`src/rtl/pdm_deserializer.sv`:
```
// -----------------------------------------------------------------------------
// pdm_deserializer
//
// Capture stage for a PDM microphone. It derives the microphone clock from the
// system clock and samples the 1-bit PDM stream on each falling m_clk edge. The
// stream becomes a PCM amplitude by counting ones over two windows of WINDOW
// samples each. The second window is offset from the first by WINDOW/2 samples,
// so one amplitude is produced every WINDOW/2 m_clk periods.
//
// Parameters
//   CLK_FREQ   system clock frequency in MHz
//   MCLK_FREQ  microphone clock frequency in kHz. CLK_FREQ*1000/(2*MCLK_FREQ)
//              must be an integer >= 2.
//   WINDOW     PDM samples per window. Must be a power of 2 and >= 4.
//
// Ports
//   clk              in   system clock
//   rst_n            in   synchronous reset, active low
//   m_clk            out  microphone clock, 50% duty
//   m_clk_rise       out  1-clk pulse in the cycle m_clk goes 0->1
//   m_data           in   PDM data, valid from the rising edge of m_clk
//   amplitude        out  ones count of the last completed window, 0..WINDOW
//   amplitude_valid  out  1-clk pulse when amplitude updates
// -----------------------------------------------------------------------------
module pdm_deserializer #(
  parameter int unsigned CLK_FREQ  = 100,
  parameter int unsigned MCLK_FREQ = 2500,
  parameter int unsigned WINDOW    = 128
) (
  input  logic                       clk,
  input  logic                       rst_n,
  output logic                       m_clk,
  output logic                       m_clk_rise,
  input  logic                       m_data,
  output logic [$clog2(WINDOW):0]    amplitude,
  output logic                       amplitude_valid
);

  localparam int unsigned HALF  = (CLK_FREQ * 1000) / (2 * MCLK_FREQ);
  localparam int unsigned DIV_W = (HALF > 1) ? $clog2(HALF) : 1;
  localparam int unsigned IDX_W = $clog2(WINDOW);
  localparam int unsigned AMP_W = IDX_W + 1;

  localparam logic [DIV_W-1:0] DIV_LAST  = DIV_W'(HALF - 1);
  localparam logic [IDX_W-1:0] IDX_LAST  = IDX_W'(WINDOW - 1);
  localparam logic [IDX_W-1:0] IDX_MID   = IDX_W'(WINDOW / 2);
  localparam logic [IDX_W-1:0] IDX_MID_M = IDX_W'(WINDOW / 2 - 1);

  // The B window is one half-window behind A. The first B close after reset
  // has seen only half a window, so it is dropped. This FSM tracks whether that
  // first close has already happened.
  typedef enum logic {
    PRIME_WAIT,
    PRIME_DONE
  } prime_state_t;

  prime_state_t r_prime_state;
  prime_state_t w_prime_next;

  // Clock divider and microphone clock
  logic [DIV_W-1:0] r_div_cnt;
  logic             r_m_clk;
  logic             r_m_clk_rise;
  logic             w_div_wrap;
  logic             w_capture;

  // Capture pipeline
  logic             r_m_data_q;
  logic             r_cap_q;
  logic [IDX_W-1:0] r_s_idx;

  // Window accumulators
  logic [AMP_W-1:0] r_acc_a;
  logic [AMP_W-1:0] r_acc_b;
  logic [AMP_W-1:0] w_data_ext;
  logic             r_close_a;
  logic             r_close_b;
  logic             w_emit_b;

  // Output registers
  logic [AMP_W-1:0] r_amplitude;
  logic             r_amplitude_valid;

  assign w_div_wrap = (r_div_cnt == DIV_LAST);
  // The capture edge is the cycle in which m_clk toggles from 1 to 0.
  assign w_capture  = w_div_wrap & r_m_clk;
  assign w_data_ext = AMP_W'(r_m_data_q);

  // ---------------------------------------------------------------------------
  // Divider: m_clk toggles every HALF system clocks
  // ---------------------------------------------------------------------------
  always_ff @(posedge clk) begin
    if (!rst_n) begin
      r_div_cnt    <= '0;
      r_m_clk      <= 1'b0;
      r_m_clk_rise <= 1'b0;
    end else begin
      if (w_div_wrap) begin
        r_div_cnt <= '0;
        r_m_clk   <= ~r_m_clk;
      end else begin
        r_div_cnt <= r_div_cnt + 1'b1;
      end
      r_m_clk_rise <= w_div_wrap & ~r_m_clk;
    end
  end

  // ---------------------------------------------------------------------------
  // Capture: register m_data on the capture edge, then flag it for one cycle
  // ---------------------------------------------------------------------------
  always_ff @(posedge clk) begin
    if (!rst_n) begin
      r_m_data_q <= 1'b0;
      r_cap_q    <= 1'b0;
    end else begin
      r_cap_q <= w_capture;
      if (w_capture) begin
        r_m_data_q <= m_data;
      end
    end
  end

  // ---------------------------------------------------------------------------
  // Accumulators and sample index
  //
  // The index advances in the same cycle the accumulators consume the sample.
  // While r_cap_q is high, r_s_idx is still the index of the sample just
  // captured. The close flags are set here, and the close is seen one cycle
  // later, when the accumulators already hold the complete count.
  // ---------------------------------------------------------------------------
  always_ff @(posedge clk) begin
    if (!rst_n) begin
      r_s_idx   <= '0;
      r_acc_a   <= '0;
      r_acc_b   <= '0;
      r_close_a <= 1'b0;
      r_close_b <= 1'b0;
    end else begin
      r_close_a <= 1'b0;
      r_close_b <= 1'b0;
      if (r_cap_q) begin
        r_s_idx <= r_s_idx + 1'b1;

        if (r_s_idx == '0) begin
          r_acc_a <= w_data_ext;
        end else begin
          r_acc_a <= r_acc_a + w_data_ext;
        end

        if (r_s_idx == IDX_MID) begin
          r_acc_b <= w_data_ext;
        end else begin
          r_acc_b <= r_acc_b + w_data_ext;
        end

        r_close_a <= (r_s_idx == IDX_LAST);
        r_close_b <= (r_s_idx == IDX_MID_M);
      end
    end
  end

  // ---------------------------------------------------------------------------
  // Priming FSM
  // ---------------------------------------------------------------------------
  always_ff @(posedge clk) begin
    if (!rst_n) begin
      r_prime_state <= PRIME_WAIT;
    end else begin
      r_prime_state <= w_prime_next;
    end
  end

  always_comb begin
    w_prime_next = r_prime_state;
    w_emit_b     = 1'b0;
    case (r_prime_state)
      PRIME_WAIT: begin
        if (r_close_b) begin
          w_prime_next = PRIME_DONE;
        end
      end
      PRIME_DONE: begin
        w_emit_b = r_close_b;
      end
      default: begin
        w_prime_next = PRIME_WAIT;
      end
    endcase
  end

  // ---------------------------------------------------------------------------
  // Output: the A and B closes are WINDOW/2 samples apart, so at most one of
  // them is active in any cycle.
  // ---------------------------------------------------------------------------
  always_ff @(posedge clk) begin
    if (!rst_n) begin
      r_amplitude       <= '0;
      r_amplitude_valid <= 1'b0;
    end else begin
      r_amplitude_valid <= 1'b0;
      if (r_close_a) begin
        r_amplitude       <= r_acc_a;
        r_amplitude_valid <= 1'b1;
      end else if (w_emit_b) begin
        r_amplitude       <= r_acc_b;
        r_amplitude_valid <= 1'b1;
      end
    end
  end

  assign m_clk           = r_m_clk;
  assign m_clk_rise      = r_m_clk_rise;
  assign amplitude       = r_amplitude;
  assign amplitude_valid = r_amplitude_valid;

endmodule

```
`config.mk`:
```
export PLATFORM = sky130hd
export DESIGN_NAME = pdm_deserializer
export DESIGN_NICKNAME = d
export VERILOG_FILES = /design/src/rtl/pdm_deserializer.sv
export SDC_FILE = /design/constraint.sdc
export NUM_CORES = 1
export LEC_CHECK = 0
export BUFFER_PORTS_ARGS = -buffer_cell sky130_fd_sc_hd__buf_4
export CORE_MARGIN = 2
export CORE_UTILIZATION = 63
export DETAILED_ROUTE_END_ITERATION = 10
export PLACE_DENSITY = 0.86
export SYNTH_ARGS = -nofsm -noshare
export SYNTH_HDL_FRONTEND = slang
export SYNTH_SLANG_ARGS = --single-unit
```
`constraint.sdc`:
```
create_clock -name clk -period 2.33 [get_ports clk]
set_clock_uncertainty 0.1 [all_clocks]
set_input_delay 0 -clock clk [delete_from_list [all_inputs] [get_ports clk]]
set_output_delay 0 -clock clk [all_outputs]
set_load 0.02 [all_outputs]
```
; Word level (Yosys, flattened, before mapping)
; Index checks and enable logic that the tools add are counted.
[word_totals]
latchBits = 0
output_inout_bits = 11
in_bits = 3
register_bits = 44
mem_bits_ro = 0
elab_cells = 38
ram_bits = 0
n_memories = 0
[op_classes]
n_bitwise = 4
reduce_logical = 4
eq_ne = 4
n_div = 0
mul = 0
shift = 0
n_lt_le_gt_ge = 0
addsub = 4
mux = 9
[ops]
columns = op, count
row1 = $mux W8, 4
row2 = $add A8 B1 Y8, 2
row3 = $eq A7 B7 Y1 const B, 2
row4 = $add A7 B1 Y7 const B, 1
row5 = $eq A7 B6 Y1 const B, 1
row6 = $logic_not A7 Y1, 1
row7 = $add A5 B1 Y5 const B, 1
row8 = $eq A5 B5 Y1 const B, 1
row9 = $mux W1, 5
row10 = $and A1 B1 Y1, 2
row11 = $not A1 Y1, 2
row12 = $reduce_and A2 Y1, 1
row13 = $reduce_bool A2 Y1, 1
row14 = $reduce_or A2 Y1, 1

; Depth between registers and ports, before layout
; Gate-level depths: netlist of run 1.
[logic_depth]
depth_word = 3
ltp_mapped = 6
depth_no_buf = 5

; Worst setup path after synthesis of run 1
; Ideal clock, no wire load.
[synth_timing]
path_type = register to register
startpoint = reg r_s_idx[2]
endpoint = reg r_acc_b[3]
stages_incl_launch_ff = 5
path_buffers = 1
setup_slack_ns = 0.772
setup_time_ns = 0.124
t_arrival_ns = 1.333
period_less_slack_ns = 1.558
t_required_ns = 2.106
path_cell_list = dfxtp_1 > or4_4 > buf_6 > o31ai_4 > nor2_1
[synth_between]
elab_chain_cells = 2
[synth_lines]
columns = element, line_no
row1 = start: declaration, 70  ; logic [IDX_W-1:0] r_s_idx;
row2 = start signal: assignment, 142  ; r_s_idx <= r_s_idx + 1'b1;
row3 = $eq A7 B7 Y1, 150  ; if (r_s_idx == IDX_MID) begin
row4 = $mux W8, 150
row5 = end signal: assignment, 151  ; r_acc_b <= w_data_ext;
row6 = end signal: assignment, 153  ; r_acc_b <= r_acc_b + w_data_ext;
row7 = end: declaration, 74  ; logic [AMP_W-1:0] r_acc_b;
; Every way passes these cells.
; A chain may end at the register's enable or synchronous reset.

==> results.md, run 1 <==
- Setup bufs post-CTS: 0
- Data required, critical path: 2.52 ns
- Synthesized flop and latch total: 44
- Max-cap viol count: 0
- Hold Crit Class: reg -> reg
- Nets: 241
- Worst skew pair latency: 0.35 ns
- Yosys top cell area share: between 40% and 50%
- Power Density: 558 mW/mm^2
- Worst Hold Endpoint: r_div_cnt[0]
- Critical path class: reg -> reg
- Cells after Synth: approximately 220
- Pin count of the biggest net entering global routing: 26
- Final hold viol count: 0
- Register Area: 881 um^2
- Setup violators final: 0
- Die Area: ~0.0036 mm^2
- Overflow after GRT: 0
- Die X: around 60 um
- FF-to-FF path depth: 3
- VDD IR max: 0.344 mV
- Area Overhead vs Synth: 9.36%
- DRC viols: 0
- Non-Filler Instances: ~280
- DR WL/cell: approximately 13 um
- First-pass GRT wire length: 6290 um
- H-tree Lvls: 2
- Slew Viols, Final: 0
- RePlAce Congestion: 0.822
- Worst-Margin Slew: 0.579 ns
- R2r endpoint: r_s_idx[6]
- Initial Util: 65.3%
- Multi-input logic area: about 0.0010 mm^2
- CTS sink count: 44
- Num CTS Buffers: 5
- Antenna-violating nets left: 0
- Hold_sp: r_div_cnt[0]
- Site Rows: 20
- Post_cts resized: 0
- RSZ-0062 raised after global routing: false
- Top FF cell, synth: dfxtp_1
- Worst-path fanout max: 19
- 1st-iter DRT viols: 117
- N_diodes: 0
- Dpl hpwl: 2450 um
- Cells after DPL: 266
- Reg2Reg Launch Point: r_cap_q
- Setup_tns: 0 ns
- Ranking of synthesized cells by area: dfxtp_1 45%, ha_1 4.4%, a21oi_1 4.3%, o21ai_0 4.3%, mux2i_1 4.0%
- Post-synth top area cell: dfxtp_1
- Drt pass-1 iters: 4
- CP max-delay cell: dfxtp_1
- CP Capture Type: register
- Avg Inst Size Synth: 9.07 um^2
- Final worst path period need: 1.77 ns
- CORE AREA: 0.00303 mm^2
- Vias in the first global route: about 1400
- Crit share post-route: approximately 76%
- Post-synthesis sequential area ratio: 44.5%
- YS warnings: 0
- Number of port buffers: 13
- Initial antenna violation count: 0
- Slew HR: slightly above 60%
- Leak: 0.777 nW
- CTS root buffer: clkbuf_4
- Share of cells above drive strength 1: 10.8%
- Total routed wirelength: 3570 um
- Setup crit start kind: register
- Die Ht: about 60 um
- Max incr delay on CP: roughly 0.71 ns
- Async set-reset flop share out of synthesis: 0%
- R2R setup slack: 0.56 ns
- Longest Clk Path Bufs: 2
- Total Routing Usage GR: between 20% and 30%
- Vias: 1572
- Mapped Nets: between 200 and 250
- # IOs: 14
- Clock transition at the registers of the reported paths: roughly 0.12 ns
- Fillcell total: roughly 250
- Detailed-route vias per instance: 5.72
- Status: finished, final reports clean
- Unique masters post-synth: 36
- Syn Std Cell Area: 0.00198 mm^2
- Hold path depth: 1
- CTS tree: built
- Max frequency: 0.565 GHz
- Post-synth EDFFs: 0
- Worst Path Arrival: 1.96 ns
- Worst-path cell chain: nand4_1, or3_1, a21oi_1
-- synth_stat cells, types with 2 or more instances --
master    number
inv_1          7
buf_6          2
ha_1           7
nand3_1        5
a211oi_1       7
nor2b_1        4
o31ai_4        2
nor4_1         3
o22ai_1        4
mux2i_1        8
buf_2          3
a21oi_1       17
and3b_1        3
or3_1         10
xor2_1         5
nor2_1        21
and4b_1        2
xnor2_1        3
dfxtp_1       44
nand2_1       15
a31oi_1        2
nand4_1       10
a21boi_0       2
o21ai_0       17
clkbuf_1       4
-- critical path: cells and delay by family, from the launching register on --
kind | cells | cell delay, ns
AOI/OAI and AO/OA | 1 | 0.15
and+or+nand+nor | 2 | 0.75
DFF | 1 | 0.71
-- power breakdown --
group	internal (W)	switching (W)	leakage, nW	total, W
sequential	0.000760	0.0000103	0.355	0.000770
clock	0.000171	0.000227	0.0374	0.000399
combinational	0.0000178	0.0000218	0.385	0.0000396
total	0.000949	0.000259	0.777	0.00121
-- worst max-delay path by stage --
stage	start	end	slack (ns)	cells past startpoint
floorplan	r_s_idx[2]	r_acc_b[3]	0.77	4
global placement	r_cap_q	r_s_idx[6]	0.64	3
detailed placement	r_cap_q	r_s_idx[6]	0.60	3
CTS	r_cap_q	r_s_idx[6]	0.57	3
global route	r_cap_q	r_s_idx[6]	0.41	3
finish	r_cap_q	r_s_idx[6]	0.56	3
-- cells by family (layout without fill, tap and decap cells) --
family	Yosys count	after routing	synth area share [%]
flops	44	44	44.5
xor+xnor	8	8	3.54
fa+ha+maj	7	7	4.43
compound gates	54	54	17.3
mux	8	8	4.05
buf+inv	18	31	4.55
simple gates	79	79	21.6
-- state kept, by name, indices dropped and copies added, names as in the netlist --
name	cells
r_close_b	1
r_s_idx	7
r_close_a	1
m_clk	1
r_prime_state	1
r_m_data_q	1
amplitude	8
amplitude_valid	1
r_div_cnt	5
r_acc_a	8
r_acc_b	8
r_cap_q	1
m_clk_rise	1
-- what timing repair did --
item                       in CTS  in global routing
hold endpoints to repair       20                  0
setup endpoints to repair       0                  0
hold buffers                    2                  0
-- cells in the final DEF (no fill, tap or decap), types with 3 or more instances in the layout --
cell type | synthesis | routed
dfxtp_1 | 44 | 44
nor2_1 | 21 | 21
a21oi_1 | 17 | 17
o21ai_0 | 17 | 17
nand2_1 | 15 | 15
buf_4 | 1 | 14
nand4_1 | 10 | 10
or3_1 | 10 | 10
mux2i_1 | 8 | 8
inv_1 | 7 | 7
a211oi_1 | 7 | 7
ha_1 | 7 | 7
nand3_1 | 5 | 5
xor2_1 | 5 | 5
clkbuf_4 | 0 | 5
nor2b_1 | 4 | 4
o22ai_1 | 4 | 4
and3b_1 | 3 | 3
nor4_1 | 3 | 3
xnor2_1 | 3 | 3
-- final cells by class --
class / instances / area share (%)
Sequential cell: 44 / 40.7
Clock buffer: 7 / 3.01
Timing Repair Buffer: 16 / 5.78
Multi-Input combinational cell: 156 / 46.6
Inverter: 8 / 1.39
Tap cell: 44 / 2.54
-- per-stage QoR --
stage               power (W)  worst slack, ns  utilization, %  instance area, um^2  hold slack [ns]
floorplan            0.000814            0.772               -                 1980           0.0477
detailed placement   0.000824            0.604            68.6                 2080            0.180
global route          0.00126            0.410            71.4                 2160            0.357
global placement     0.000822            0.642            68.6                 2080            0.179
finish                0.00121            0.559            71.4                 2160            0.368
CTS                   0.00123            0.566            71.4                 2160            0.348
-- metal layers --
layer	global-route usage, %	vias up	routed length [um]
li1	-	813	-
met3	6.71	6	138
met4	10.2	0	55
met2	35.4	27	1610
met1	31.4	726	1760
met5	0	-	0
Power figures use the tool's default switching activity.
==> inputs of run 2 (changes only) <==
--- a/config.mk
+++ b/config.mk
@@ -5,11 +5,12 @@
 export SDC_FILE = /design/constraint.sdc
 export NUM_CORES = 1
 export LEC_CHECK = 0
+export ABC_AREA = 1
 export BUFFER_PORTS_ARGS = -buffer_cell sky130_fd_sc_hd__buf_4
 export CORE_MARGIN = 2
-export CORE_UTILIZATION = 63
+export CORE_UTILIZATION = 59
 export DETAILED_ROUTE_END_ITERATION = 10
-export PLACE_DENSITY = 0.86
+export PLACE_DENSITY = 0.81
 export SYNTH_ARGS = -nofsm -noshare
 export SYNTH_HDL_FRONTEND = slang
 export SYNTH_SLANG_ARGS = --single-unit
==> constraint.sdc (replaced) <==
create_clock -name clk -period 1.7 [get_ports clk]
set_clock_uncertainty 0.1 [all_clocks]
set_input_delay 0 -clock clk [delete_from_list [all_inputs] [get_ports clk]]
set_output_delay 0 -clock clk [all_outputs]
set_load 0.02 [all_outputs]
==> results.md, run 2 <==
- Status: finished, final reports clean
- Most frequent cells in the layout: 48 x nand2_1, 46 x nor2_1, 44 x dfxtp_1, 25 x inv_1, 19 x nand3_1
- Initial Util: between 60 and 70%
- N_diodes: 0
- Overflow after GRT: 0
- Ranking of synthesized cells by area: dfxtp_1 44%, nand2_1 9.0%, nor2_1 8.6%, nand3_1 4.8%, inv_1 4.7%
- Met2 Track Usage GR: 33.7%
- Pin count of the biggest net entering global routing: 26
- Syn Std Cell Area: 0.00200 mm^2
- Slew HR: 66.5%
- Setup crit start kind: register
- Setup_tns: 0 ns
- Die Area: 0.00387 mm^2
- Top FF cell, synth: dfxtp_1
- CTS root buffer: clkbuf_4
- Die Ht: just over 60 um
- Slew Viols, Final: 0
- Initial antenna violation count: 0
- Most used cell, CP: nand3_1
- WHS: 0.274 ns
- Worst Path Arrival: approximately 1.7 ns
- Post-synth top cells: 48 x nand2_1, 46 x nor2_1, 44 x dfxtp_1
- Die X: 62.2 um
- Count leader, synth: nand2_1
- Number of port buffers: 13
- Num CTS Buffers: 5
- Hold Buf Count CTS: 2
- Post-synth EDFFs: 0
- Longest Clk Path Bufs: 2
- Busiest grt layer: met2
- Cell family with most CP delay: simple AND/OR/NAND/NOR gates
- Total routed wirelength: 3390 um
- Vias: 1569
- Synthesized flop and latch total: 44
- Mapped Nets: 271
- Worst-path cell chain: ha_1, nand3_1, nor2_2, nand3_1, nand2_1, a21oi_1
- Drt pass-1 iters: 4
- Final worst path period need: around 1.5 ns
- RePlAce Congestion: 0.774
- Max-cap viol count: 0
- Setup bufs post-CTS: 0
- Avg Inst Size Synth: 7.66 um^2
- Hold Crit Class: in -> reg
- Area Overhead vs Synth: 11.4%
- Worst skew pair latency: 0.36 ns
- Total Routing Usage GR: about a fifth
- CP Capture Type: register
- Max frequency: 0.676 GHz
- YS warnings: 0
- Crit share post-route: 87.0%
- Site Rows: 21
- CORE AREA: about 0.0033 mm^2
- First-pass GRT wire length: 6400 um
- Max incr delay on CP: 0.47 ns
- Cells after Synth: 261
- Critical path class: reg -> reg
- Most common cell after layout, fill and taps aside: nand2_1
- Leak: 0.920 nW
- Final hold viol count: 0
- Buf+Inv Stages, Crit Path: 0
- Detailed-route vias per instance: 4.83
- Clock transition at the registers of the reported paths: ~0.13 ns
- CTS tree: built
- Yosys top cell area share: 44.1%
- # IOs: 14
- Data required, critical path: 1.87 ns
- H-tree Lvls: 2
- Post-synthesis sequential area ratio: ~44%
- Vias in the first global route: about 1500
- Dpl hpwl: between 2000 and 3000 um
- Antenna-violating nets left: 0
- M3 GR Usage: 5.07%
- Worst-path fanout max: 7
- RSZ-0062 raised after global routing: false
- DR WL/cell: 10.4 um
- CP max-delay cell: dfxtp_1
- Met1 usage: 25.8%
- Post_cts resized: 0
- Share of cells above drive strength 1: between 10% and 20%
- Nets: 288
- DRC viols: 0
- Unique masters post-synth: 26
- Setup violators final: 0
- CTS sink count: 44
- VDD IR max: 0.636 mV
- 1st-iter DRT viols: slightly above 70
- Worst-Margin Slew: 0.502 ns
- Async set-reset flop share out of synthesis: 0%
- Power Density: 778 mW/mm^2
- Post-synth top area cell: dfxtp_1
-- run 2: cell type report --
| type | instances | area, um^2 |
|---|---|---|
| fillers | 280 | 1060 |
| multi-input cells | 183 | 977 |
| flip-flops and latches | 44 | 881 |
| repair buffers | 16 | 125 |
| inverters | 28 | 105 |
| well taps | 46 | 57.6 |
| clock inverters | 3 | 42.5 |
| clock buffers | 5 | 37.5 |
-- run 2: layer usage --
metal / wire length, um / part of all wire [%] / vias up
met1: 1640 / 48 / 683
met3: 129 / 3.8 / 7
met5: 0 / 0 / -
li1: - / - / 854
met2: 1530 / 45 / 25
met4: 89 / 2.6 / 0
-- run 2: cell families after synthesis --
logic type | synth area share, %
adders and majority gates | 4.38
xor gates and xnor gates | 3.51
and+or+nand+nor | 32.5
buffers and inverters | 7.01
DFF | 44.1
AOI/OAI and AO/OA | 8.52
-- run 2: worst register-to-register path, stage by stage (launching register included) --
cell	delay (ns)
dfxtp_1	0.47
ha_1	0.19
nand3_1	0.10
nor2_2	0.21
nand3_1	0.15
nand2_1	0.10
a21oi_1	0.06
-- run 2: path summary, 6_finish.rpt --
kind	startpoint	to	slack [ns]	cells after the start
max	r_m_data_q	r_acc_a[6]	0.22	6
min reg2reg	r_div_cnt[0]	r_div_cnt[0]	0.36	1
min	m_data	r_m_data_q	0.27	4
max reg2reg	r_m_data_q	r_acc_a[6]	0.22	6
-- run 2: metrics by stage --
stage	cells	utilization, %	total power, W	setup WS [ns]	area [um^2]
floorplan	261	-	0.00110	0.374	2000
global placement	315	64.7	0.00111	0.286	2130
detailed placement	315	64.7	0.00111	0.235	2130
CTS	325	67.8	0.00175	0.221	2230
global route	325	67.8	0.00180	0.0847	2230
finish	325	67.8	0.00173	0.221	2230
-- run 2: power by group --
part	switching, W	internal [W]	total, W	leakage (nW)
clock network	0.000338	0.000306	0.000645	0.0412
logic	0.0000298	0.0000177	0.0000475	0.524
registers	0.00000343	0.00104	0.00104	0.355
